## src/rtl/pipe_reg_chain.sv

```systemverilog
// rtl/pipe_reg_chain.sv - parametrised valid/ready register pipeline with bubble collapsing, flush and occupancy
//
// Ports:
//   clk        rising-edge clock
//   reset      asynchronous active-low reset; empties the chain, data regs to RESET_VAL
//   flush      synchronous clear of every stage valid bit (data regs untouched)
//   in_valid   producer presents in_data
//   in_ready   chain accepts in_data this cycle
//   in_data    input word
//   out_valid  out_data holds a valid word
//   out_ready  consumer accepts out_data this cycle
//   out_data   data register of the last stage
//   occupancy  number of valid stages, 0..DEPTH
module pipe_reg_chain #(
    parameter int              WIDTH     = 8,
    parameter int              DEPTH     = 3,
    parameter logic [WIDTH-1:0] RESET_VAL = '0
) (
    input  logic                       clk,
    input  logic                       reset,
    input  logic                       flush,
    input  logic                       in_valid,
    output logic                       in_ready,
    input  logic [WIDTH-1:0]           in_data,
    output logic                       out_valid,
    input  logic                       out_ready,
    output logic [WIDTH-1:0]           out_data,
    output logic [$clog2(DEPTH+1)-1:0] occupancy
);

    localparam int OCC_W = $clog2(DEPTH + 1);

    logic [DEPTH-1:0] v;
    logic [WIDTH-1:0] d [DEPTH];
    logic [DEPTH-1:0] rdy;
    logic [DEPTH-1:0] up_v;
    logic [WIDTH-1:0] up_d [DEPTH];

    // Stage i can advance when the consumer is taking a word or when any
    // stage from i to the output is empty (a bubble absorbs the shift).
    // This is the unrolled form of rdy[i] = !v[i] || rdy[i+1], written
    // without a self-referencing vector.
    for (genvar g = 0; g < DEPTH; g++) begin : g_rdy
        assign rdy[g] = out_ready || !(&v[DEPTH-1:g]);
    end

    always_comb begin
        up_v[0] = in_valid && !flush;
        up_d[0] = in_data;
        for (int i = 1; i < DEPTH; i++) begin
            up_v[i] = v[i-1];
            up_d[i] = d[i-1];
        end
    end

    always_ff @(posedge clk or negedge reset) begin
        if (!reset) begin
            v <= '0;
            for (int i = 0; i < DEPTH; i++) begin
                d[i] <= RESET_VAL;
            end
        end else if (flush) begin
            v <= '0;
        end else begin
            for (int i = 0; i < DEPTH; i++) begin
                if (rdy[i]) begin
                    v[i] <= up_v[i];
                    // Data only moves with a valid word so that bubbles
                    // never disturb the last value held in a register.
                    if (up_v[i]) begin
                        d[i] <= up_d[i];
                    end
                end
            end
        end
    end

    always_comb begin
        occupancy = '0;
        for (int i = 0; i < DEPTH; i++) begin
            occupancy = occupancy + OCC_W'(v[i]);
        end
    end

    assign in_ready  = rdy[0] && !flush;
    assign out_valid = v[DEPTH-1] && !flush;
    assign out_data  = d[DEPTH-1];

endmodule

```

## config.mk

```make
export PLATFORM = sky130hd
export DESIGN_NAME = pipe_reg_chain
export DESIGN_NICKNAME = d
export VERILOG_FILES = /design/src/rtl/pipe_reg_chain.sv
export SDC_FILE = /design/constraint.sdc
export NUM_CORES = 1
export LEC_CHECK = 0
export CORE_MARGIN = 2
export CORE_UTILIZATION = 35
export CTS_BUF_LIST = sky130_fd_sc_hd__clkbuf_16
export DETAILED_ROUTE_END_ITERATION = 10
export GPL_TIMING_DRIVEN = 0
export SLEW_MARGIN = 20
export SYNTH_ARGS = -nofsm -noshare
export SYNTH_HDL_FRONTEND = slang
export SYNTH_SLANG_ARGS = --single-unit
```

## constraint.sdc

```tcl
create_clock -name clk -period 1.8 [get_ports clk]
set_clock_uncertainty 0.2 [all_clocks]
set_input_delay 0.27 -clock clk [delete_from_list [all_inputs] [get_ports clk]]
set_output_delay 0.27 -clock clk [all_outputs]
set_load 0.005 [all_outputs]
```

Word-level counts from Yosys, hierarchy flattened
Index checks and enable logic that the tools add are counted.
- bits of input ports: 13
- output and inout port bits: 12
- bits in registers: 27
- word-level logic and storage cells: 31
- multiplexer cells: 4
- bitwise gates (word level): 1
- add/subtract/negate cells: 2
- reduce and logical (&&, ||, !) cells: 18
- operators with widths (kind ; count):
    3-bit AND reduction ; 4
    2-bit nonzero test ; 3
    1-bit logical NOT ; 4
    1-bit logical AND ; 3
    1-bit logical OR ; 3
    1-bit two-way mux ; 3
    3-bit two-way mux ; 1
    1-bit by 1-bit adder with 2-bit output ; 1
    2-bit by 1-bit adder with 2-bit output ; 1
    2-bit AND reduction ; 1
    1-bit inverter ; 1

Depth between registers and ports, before layout
Gate-level depths: netlist (run 1).
- depth in word-level cells: 5
- gate-level depth with buffers: 4

Least setup slack after synthesis (run 1)
OpenSTA, ideal clock, no wires.
- kind: register to register
- from: register v[2]
- to: register d, in the netlist out_data[0]
- setup slack: 151 ps
- cell stages (with the launch flop): 5
- setup time: 125 ps
- data required time: 1475 ps
- data arrival time: 1324 ps
- cells stage by stage: dfrtp_1 -> nor2b_4 -> or3b_1 -> buf_6 -> mux2_4
- word-level cells in the longest chain between the ends: 3
- RTL lines (what ; line ; source):
    start, declared ; 33 ; logic [DEPTH-1:0] v;
    start signal, assigned by index ; 67 ; v[i] <= up_v[i];
    1-bit logical NOT ; 44 ; assign rdy[g] = out_ready || !(&v[DEPTH-1:g]);
    1-bit logical OR ; 44 ;
    3-bit AND reduction (no line) ; - ;
    end signal, assigned by index ; 71 ; d[i] <= up_d[i];
    end, declared ; 34 ; logic [WIDTH-1:0] d [DEPTH];
No other way between the ends.
A chain may end at the register's enable or synchronous reset.

Worst setup path after layout (run 1)
- from: register v[2]
- to: output occupancy[0]
- word-level cells in the longest chain between the ends: 1
- RTL lines (what ; line ; source):
    2-bit by 1-bit adder with 2-bit output ; 81 ; occupancy = occupancy + OCC_W'(v[i]);
    end, declared ; 28 ; output logic [$clog2(DEPTH+1)-1:0] occupancy
No other way between the ends.

==> results of run 1 <==
## worst min-delay path by stage
| stage | from | endpoint | slack [ns] | cells after the start |
|---|---|---|---|---|
| global placement | d[19] | d[11] | 0.28 | 1 |
| finish | flush | v[0] | 0.27 | 2 |
| floorplan | reset | d[10] | -0.23 | 0 |
| CTS | flush | v[0] | 0.25 | 2 |
| detailed placement | reset | v[2] | 0.11 | 1 |
| global route | flush | v[0] | 0.31 | 2 |
## kinds of logic (layout without fill, tap and decap cells)
group	count (synthesis)	after routing
buffers and inverters	12	44
multiplexers	24	24
adder cells (fa/ha/maj)	1	1
flip-flops	27	27
AND/OR/NAND/NOR	9	9
AO/OA/AOI/OAI	3	3
## cells in the final DEF (no fill, tap or decap), types with 3 or more instances in the layout
cell type and count:
buf_4 12, mux2_4 8, clkbuf_16 3, nor2_1 3, clkdlybuf4s50_1 17, dlygate4sd2_1 4
dfrtp_1 26, mux2_2 16
## layer usage
metal / global-route usage / part of all wire
met1: 0.140 / 0.47
met2: 0.161 / 0.47
met3: 0.0189 / 0.037
met4: 0.0821 / 0.025
met5: 0 / 0
## timing repair
action,4_1_cts,5_1_grt
endpoints found under the setup margin,4,19
resized for setup,9,6
endpoints found under the hold margin,27,0
hold buffers,1,0
buffers inserted,2,2
## registers in the layout, summed over array words and instances (netlist names)
signal    count
v             3
d            16
out_data      8
## cell type report
class | instances | area [um^2] | share of cell area
clock buffer | 3 | 75.1 | 0.0477
clock inverter | 1 | 7.51 | 0.00477
inverter | 2 | 7.51 | 0.00477
multi-input combinational | 37 | 407 | 0.258
buffer | 9 | 67.6 | 0.0429
sequential | 27 | 677 | 0.430
tap | 44 | 55.1 | 0.0350
timing repair buffer | 29 | 278 | 0.176
## critical path: cells and delay by family, from the launching register on
kind       cells  cell delay, ns
fa+ha+maj      1            0.57
flops          1            0.41
buf+inv        1            0.11
## power breakdown
group          switching, W  leakage (nW)  internal [W]
Combinational      0.000117         0.360      0.000411
Clock              0.000209        0.0371      0.000302
Sequential        0.0000830         0.325      0.000763
Total              0.000409         0.723       0.00148
## per-stage QoR
step                total power [W]  setup WS [ns]
floorplan                   0.00115          0.151
global placement            0.00138         -0.287
detailed placement          0.00139         -0.281
CTS                         0.00191        -0.0721
global route                0.00199        -0.0671
finish                      0.00188        -0.0237
==> metrics.md, run 1 <==
| Metric | Value |
|---|---|
| Outcome | finished with violations |
| Failing checks | setup timing |
| Crit path launch | v[2] |
| Worst EP arrival | 1.35 ns |
| Crit Path Class | reg -> out |
| Vert. Die Dim | 61.6 um |
| Clk pin slew, worst setup/hold paths | 0.06 ns |
| H-tree depth | 1 |
| Worst slew margin | 0.606 |
| 1st-iter DRT viols | 6 |
| Top post-synthesis cells by count | dfrtp_1, mux2_2, buf_4, mux2_4, nor2_1 |
| CP peak stage delay | 0.57 ns |
| Main combinational cell family by area after synthesis | multiplexers |
| Number of buffers created by CTS | 3 |
| I/O Buffers | 24 |
| Post-Synth XOR/XNOR Area | 0 |
| Tmin final | 1.82 ns |
| # DRC | 0 |
| Worst Setup EP | occupancy[0] |
| Netlist cell types | 16 |
| Root Buffer | clkbuf_16 |
| Endpoints failing hold | 0 |
| Synth Cell Area | 1160 um^2 |
| Cell count of the worst reg-to-reg path | 4 |
| Synth Net Count | 90 |
| Peak supply drop | ~0.00046 V |
| Post-synth top flop | dfrtp_1 |
| I/O Pins | 25 |
| Final Wtd Congestion | approximately 0.75 |
| Syn Inst Count | 76 |
| Post-route setup TNS | -0.0237 ns |
| Worst setup SP type | flip-flop |
| Hold_ws | 0.268 ns |
| Initial antenna violation count | 0 |
| Synth Area in Compound Gates | 0.0162 |
| Main area contributors after synthesis | dfrtp_1, mux2_2, mux2_4 |
| Fin crit share | 1.01 |
| Multiplexer share of the synthesized area | 0.259 |
| # nets final | 123 |
| Post-route ant nets | 0 |
| Post-Synth Simple-Gate Area | 0.0539 |
| Layout cells sized above 1 | 0.435 |
| Yosys warnings | 0 |
| Final WL | 1710 um |
| RSZ-0062 raised after global routing | yes |
| Synth-to-Final Area Change | 35.6% |
| Fin. max-slew vios | 0 |
| Rows | 20 |
| FF+latch count, synth | 27 |
| Final Instance Area | 1570 um^2 |
| Core ar. | 3100 um^2 |
| Largest net degree at the start of global routing | 28 |
| Reg2reg end | out_data[0] |
| Fill cell count | 292 |
| Sink Count | 27 |
| Initial Utilization | 0.374 |
| Final WS setup | -0.0237 ns |
| Yosys top cell by area | dfrtp_1 |
| Final core occ | 0.507 |
| Critical Path, Cell by Cell | fa_2 > buf_2 |
| Die area | 3790 um^2 |
| Antenna Cells | 0 |
| CTS Buffer Depth | 2 |
| Worst-Skew Late Latency | 0.26 ns |
| Routed vias | 644 |
| CP required | between 1 and 1.5 ns |
| Crit Path Max Fanout | 2 |
| Setup-failing EPs final | 1 |
| R2r startpoint | v[2] |
| Vias in the first global route | between 600 and 700 |
| Placement-stage cell area | roughly 1500 um^2 |
| Area fraction of the dominant cell type after synthesis | 0.582 |
| Max-cap check violation count | 0 |
| Final Non-Filler Cells | 152 |
| R2R setup slack | 0 ns |
| Width of the die | between 60 and 70 um |
| HP Class | in -> reg |
| First-pass GRT wire length | between 2000 and 3000 um |
| Placed cells | 144 |
| Adder-cell share of the synthesized area | 0.0172 |
| Post-synthesis async set-or-reset flop share | 1.00 |
| Most frequent cell after synthesis | dfrtp_1 |
| Wire length per cell after detailed routing | 11.2 um |
| PwrDens | roughly 1200 nW/um^2 |
| Average cell area after synthesis | around 15 um^2 |
| Crit-path slowest cell | fa_2 |
| Post-synth EDFFs | 0 |
| Via/cell ratio | 4.24 |
| GR Util All Layers | 0.108 |
| Max Freq | around 550 MHz |
| Sequential element share of the synthesized area | 0.582 |
| Initial DRT Pass Iterations | 2 |
| Tightest Pin Transition | 0.591 ns |
| CTS tree | done |
| LEAKAGE | around 0.72 nW |
| CP endpoint kind | output port |
| Overflow after GRT | 0 |
Note: power is estimated with default switching activity, not from simulation.
==> run 2: changes to the inputs <==
--- a/config.mk
+++ b/config.mk
@@ -7,7 +7,7 @@
 export LEC_CHECK = 0
 export CORE_MARGIN = 2
 export CORE_UTILIZATION = 35
-export CTS_BUF_LIST = sky130_fd_sc_hd__clkbuf_16
+export CTS_BUF_LIST = sky130_fd_sc_hd__clkbuf_8
 export DETAILED_ROUTE_END_ITERATION = 10
 export GPL_TIMING_DRIVEN = 0
 export SLEW_MARGIN = 20
==> metrics.md, run 2 (synthesis results as in run 1) <==
| Metric | Value |
|---|---|
| Outcome | finished with violations |
| Failing checks | setup timing |
| Setup-failing EPs final | 1 |
| Max-cap check violation count | 0 |
| Overflow after GRT | 0 |
| CP peak stage delay | 0.57 ns |
| First-pass GRT wire length | 2840 um |
| Worst slew margin | 0.602 |
| Peak supply drop | 0.000293 V |
| Core ar. | 3100 um^2 |
| Width of the die | roughly 60 um |
| Reg2reg end | out_data[4] |
| Cell count of the worst reg-to-reg path | 4 |
| Fill cell count | 299 |
| Rows | 20 |
| CP endpoint kind | output port |
| Layout cells sized above 1 | 0.463 |
| Root Buffer | clkbuf_8 |
| I/O Buffers | 24 |
| Multi-input logic area | between 400 and 500 um^2 |
| Number of buffers created by CTS | 3 |
| Worst EP arrival | 1.38 ns |
| HP Class | in -> reg |
| Final WL | 1730 um |
| Antenna Cells | 0 |
| Overall power | 0.00172 W |
| PwrDens | around 1100 nW/um^2 |
| CTS tree | done |
| Tightest Pin Transition | around 0.6 ns |
| Flip-flop count of the largest register after layout | 16 |
| Via/cell ratio | 4.26 |
| Crit Path Class | reg -> out |
| Post-route ant nets | 0 |
| RSZ-0062 raised after global routing | yes |
| Synth-to-Final Area Change | 31.5% |
| FF/Latch Area | ~680 um^2 |
| Initial Utilization | 0.374 |
| Reg with most FFs | d |
| R2r startpoint | v[2] |
| Critical Path, Cell by Cell | fa_2 > buf_2 |
| Vert. Die Dim | 61.6 um |
| Crit Path Max Fanout | 2 |
| Largest net degree at the start of global routing | 28 |
| Worst setup SP type | flip-flop |
| Tmin final | 1.85 ns |
| Sink Count | 27 |
| Fin crit share | 1.03 |
| Initial DRT Pass Iterations | 2 |
| I/O Pins | 25 |
| Max Freq | around 540 MHz |
| Final Wtd Congestion | 0.755 |
| Most common cell after layout, fill and taps aside | dfrtp_1 |
| Hold wc startpoint | flush |
| Hold depth | 2 |
| H-tree depth | 1 |
| GR Util All Layers | 0.108 |
| Final WS setup | -0.0457 ns |
| Initial antenna violation count | 0 |
| 1st-iter DRT viols | 6 |
| R2R setup slack | 0.01 ns |
| Wire length per cell after detailed routing | 11.3 um |
| # DRC | 0 |
| Die area | around 3800 um^2 |
| Vias in the first global route | 612 |
| Commonest cells after routing, fill and taps aside | dfrtp_1, clkdlybuf4s50_1, mux2_2 |
| Endpoints failing hold | 0 |
| Fin. max-slew vios | 0 |
| Routed vias | between 600 and 700 |
| LEAKAGE | between 0.7 and 0.8 nW |
| CTS Buffer Depth | 2 |
| Clk pin slew, worst setup/hold paths | ~0.090 ns |
| CP required | between 1 and 1.5 ns |
| # nets final | 123 |
| Dpl ws | -0.281 ns |
| Hold Crit Endpoint | v[0] |
| Final core occ | 0.492 |
| Crit-path slowest cell | fa_2 |
| Worst-Skew Late Latency | around 0.28 ns |
[run 2: changes by cell type in the layout (fill, tap and decap cells not counted)]
cell             change
clkbuf_16            -3
clkbuf_8             +3
buf_2                +2
buf_4                -2
buf_6                +2
buf_12               -1
clkbuf_2             +1
clkdlybuf4s15_1      -1
dlygate4sd2_1        -1
nor2b_1              -1
nor2b_2              +1
[run 2: metal layers]
layer | vias up | GRT usage | wire length, um
met3 | 4 | 0.0189 | 60
met1 | 313 | 0.144 | 806
li1 | 316 | - | -
met4 | 0 | 0.0729 | 43
met2 | 14 | 0.159 | 815
met5 | - | 0 | 0
[run 2: layout make-up]
cell class	count	share of cell area
plain buffers	9	0.0426
clock buffers	3	0.0270
clock inverters	1	0.00492
inverters	2	0.00492
multi-input cells	37	0.268
flip-flops and latches	27	0.443
well taps	44	0.0361
repair buffers	29	0.173
[run 2: worst max-delay path: cells and delay by family, from the launching register on]
kind / cells / cell delay (ns)
adders and majority gates: 1 / 0.57
DFF: 1 / 0.43
buffers and inverters: 1 / 0.11
[run 2: per-stage QoR]
stage,setup TNS [ns],cells,cell area (um^2),hold WS (ns)
after floorplan,0,76,1160,-0.226
final,-0.0457,152,1530,0.258
after detailed placement,-5.49,144,1450,0.109
after CTS,-0.150,151,1520,0.234
after global routing,-0.200,152,1530,0.289
after global placement,-7.83,144,1460,0.282
[run 2: how the worst max path moves through the flow]
| stage | start | endpoint | slack [ns] | depth (start not counted) |
|---|---|---|---|---|
| 4_1_cts | v[1] | occupancy[0] | -0.06 | 2 |
| 3_3_place_gp | out_ready | in_ready | -0.29 | 4 |
| 3_5_place_dp | out_ready | in_ready | -0.28 | 4 |
| 5_1_grt | v[1] | occupancy[0] | -0.09 | 2 |
| 2_1_floorplan | v[2] | out_data[0] | 0.15 | 4 |
| 6_report | v[1] | occupancy[0] | -0.05 | 2 |
[run 2: what timing repair did]
action / 4_1_cts / 5_1_grt
setup buffers: 2 / 2
hold buffers: 1 / 0
setup endpoints to repair: 4 / 19
pin swaps: 2 / 3
resized for setup: 13 / 7
hold endpoints to repair: 27 / 0
[run 2: where the power goes]
| part | internal (W) | leakage [nW] | switching [W] | total (W) |
|---|---|---|---|---|
| clock network | 0.000157 | 0.0217 | 0.000192 | 0.000350 |
| registers | 0.000762 | 0.325 | 0.0000822 | 0.000844 |
| logic | 0.000409 | 0.357 | 0.000118 | 0.000527 |
==> run 3: changes to the inputs <==
--- a/config.mk
+++ b/config.mk
@@ -5,12 +5,13 @@
 export SDC_FILE = /design/constraint.sdc
 export NUM_CORES = 1
 export LEC_CHECK = 0
+export CORE_ASPECT_RATIO = 1.1
 export CORE_MARGIN = 2
 export CORE_UTILIZATION = 35
 export CTS_BUF_LIST = sky130_fd_sc_hd__clkbuf_8
 export DETAILED_ROUTE_END_ITERATION = 10
 export GPL_TIMING_DRIVEN = 0
-export SLEW_MARGIN = 20
+export SLEW_MARGIN = 5
 export SYNTH_ARGS = -nofsm -noshare
 export SYNTH_HDL_FRONTEND = slang
 export SYNTH_SLANG_ARGS = --single-unit
==> metrics.md, run 3 (synthesis results as in run 1) <==
| Metric | Value |
|---|---|
| Failing checks | DRC, setup timing |
| Core ar. | 3100 um^2 |
| Clk pin slew, worst setup/hold paths | 0.08 ns |
| Die area | 3790 um^2 |
| Max Freq | 555 MHz |
| Width of the die | 58.9 um |
| CP bufs+invs | 2 |
| Worst EP arrival | 1.75 ns |
| Dpl ws | -0.271 ns |
| CP endpoint kind | flip-flop |
| Initial Utilization | 0.374 |
| CP peak stage delay | 0.41 ns |
| CP required | 1.75 ns |
| Reg with most FFs | d |
| Initial DRT Pass Iterations | 6 |
| Final Non-Filler Cells | ~140 |
| Critical Path, Cell by Cell | buf_6 > nor2b_4 > or3b_1 > buf_6 > mux2_4 |
| Final WS setup | -0.00243 ns |
| Setup-failing EPs final | 1 |
| Final WL | 1790 um |
| Fin. max-slew vios | 0 |
| Vert. Die Dim | 64.4 um |
| Peak supply drop | 0.000369 V |
| LEAKAGE | 0.716 nW |
| Routed vias | roughly 660 |
| Max-cap check violation count | 0 |
| Worst slew margin | 0.613 |
| Overflow after GRT | 0 |
| CTS Buffer Depth | 2 |
| Vias in the first global route | 684 |
| Antenna Cells | 0 |
| Initial antenna violation count | 0 |
| First-pass GRT wire length | 3070 um |
| Wire length per cell after detailed routing | 12.4 um |
| Crit path max-delay family | simple AND/OR/NAND/NOR gates |
| Fin crit share | 1.00 |
| Root Buffer | clkbuf_8 |
| Layout cells sized above 1 | 0.445 |
| CTS tree | done |
| HP Class | in -> reg |
| RSZ-0062 raised after global routing | yes |
| Final Wtd Congestion | 0.686 |
| Worst setup SP type | flip-flop |
| I/O Buffers | 24 |
| Cell mode on critical path | buf_6 |
| Worst-Skew Late Latency | ~0.27 ns |
| # nets final | 125 |
| Final core occ | 0.491 |
| Synth-to-Final Area Change | 31.1% |
| Flip-flop count of the largest register after layout | 16 |
| PwrDens | 1120 nW/um^2 |
| Crit Path Class | reg -> reg |
| Post-route ant nets | 0 |
| Number of buffers created by CTS | 3 |
| Via/cell ratio | 4.57 |
| GR Util All Layers | 0.112 |
| Crit-path slowest cell | dfrtp_1 |
| Sink Count | 27 |
| Outcome | finished with violations |
| I/O Pins | 25 |
| Most common cell after layout, fill and taps aside | dfrtp_1 |
| H-tree depth | 1 |
| Tmin final | 1.80 ns |
| Tightest Pin Transition | 0.580 ns |
| Placed cells | 134 |
| Commonest cells after routing, fill and taps aside | dfrtp_1, clkdlybuf4s50_1, mux2_2 |
| Rows | 21 |
| Crit Path Max Fanout | 8 |
| Largest net degree at the start of global routing | 28 |
| Endpoints failing hold | 0 |
| 1st-iter DRT viols | 7 |
| # DRC | 1 |
[run 3: changes by cell type in the layout (fill, tap and decap cells not counted)]
cell and delta:
buf_6 +1, buf_4 +1, clkinv_2 +1, clkinvlp_4 -1, nor2b_2 -1, nor2b_1 +1, or3b_4 -1, or3b_1 +1
fa_2 -1, fa_1 +1
[run 3: timing repair]
item,4_1_cts,5_1_grt
hold buffers,0,1
pin swaps,2,2
gates resized for setup,13,4
buffers inserted,3,2
endpoints found under the hold margin,0,27
endpoints found under the setup margin,4,18
[run 3: through the flow]
stage	total power [W]	setup TNS, ns	instance area, um^2	hold slack, ns
finish	0.00170	-0.00243	1520	0.248
global route	0.00183	-0.304	1520	0.252
CTS	0.00173	-0.0401	1500	0.231
detailed placement	0.00139	-8.36	1440	0.292
global placement	0.00138	-8.60	1440	0.284
floorplan	0.00115	0	1160	-0.226
[run 3: metal layers]
layer  GRT usage  vias to the layer above  share of wire
met3      0.0120                        2          0.027
met5           0                        -              0
li1            -                      319              -
met2       0.182                       10           0.52
met4      0.0938                        0          0.022
met1       0.130                      327           0.43
[run 3: report_power, final]
part	switching, W	internal, W
registers	0.0000801	0.000762
clock network	0.000173	0.000155
logic	0.000121	0.000409
total	0.000374	0.00133
[run 3: final cells by class]
cell class / instances / area, um^2
fill: 285 / 1580
sequential: 27 / 677
multi-input combinational: 37 / 402
timing repair buffer: 30 / 272
buffer: 10 / 76.3
tap: 34 / 42.5
clock buffer: 3 / 41.3
inverter: 2 / 7.51
clock inverter: 1 / 5.00
[run 3: worst paths after layout]
path / startpoint / end / slack (ns) / cells after the start
hold reg to reg: d[23] / d[15] / 0.29 / 1
setup / recovery: v[2] / out_data[6] / -0.002 / 5
setup reg to reg: v[2] / out_data[6] / -0.002 / 5
min in group asynchronous: reset / d[18] / 0.33 / 2
max in group asynchronous: reset / v[1] / 0.65 / 2
hold / removal: flush / v[1] / 0.25 / 2
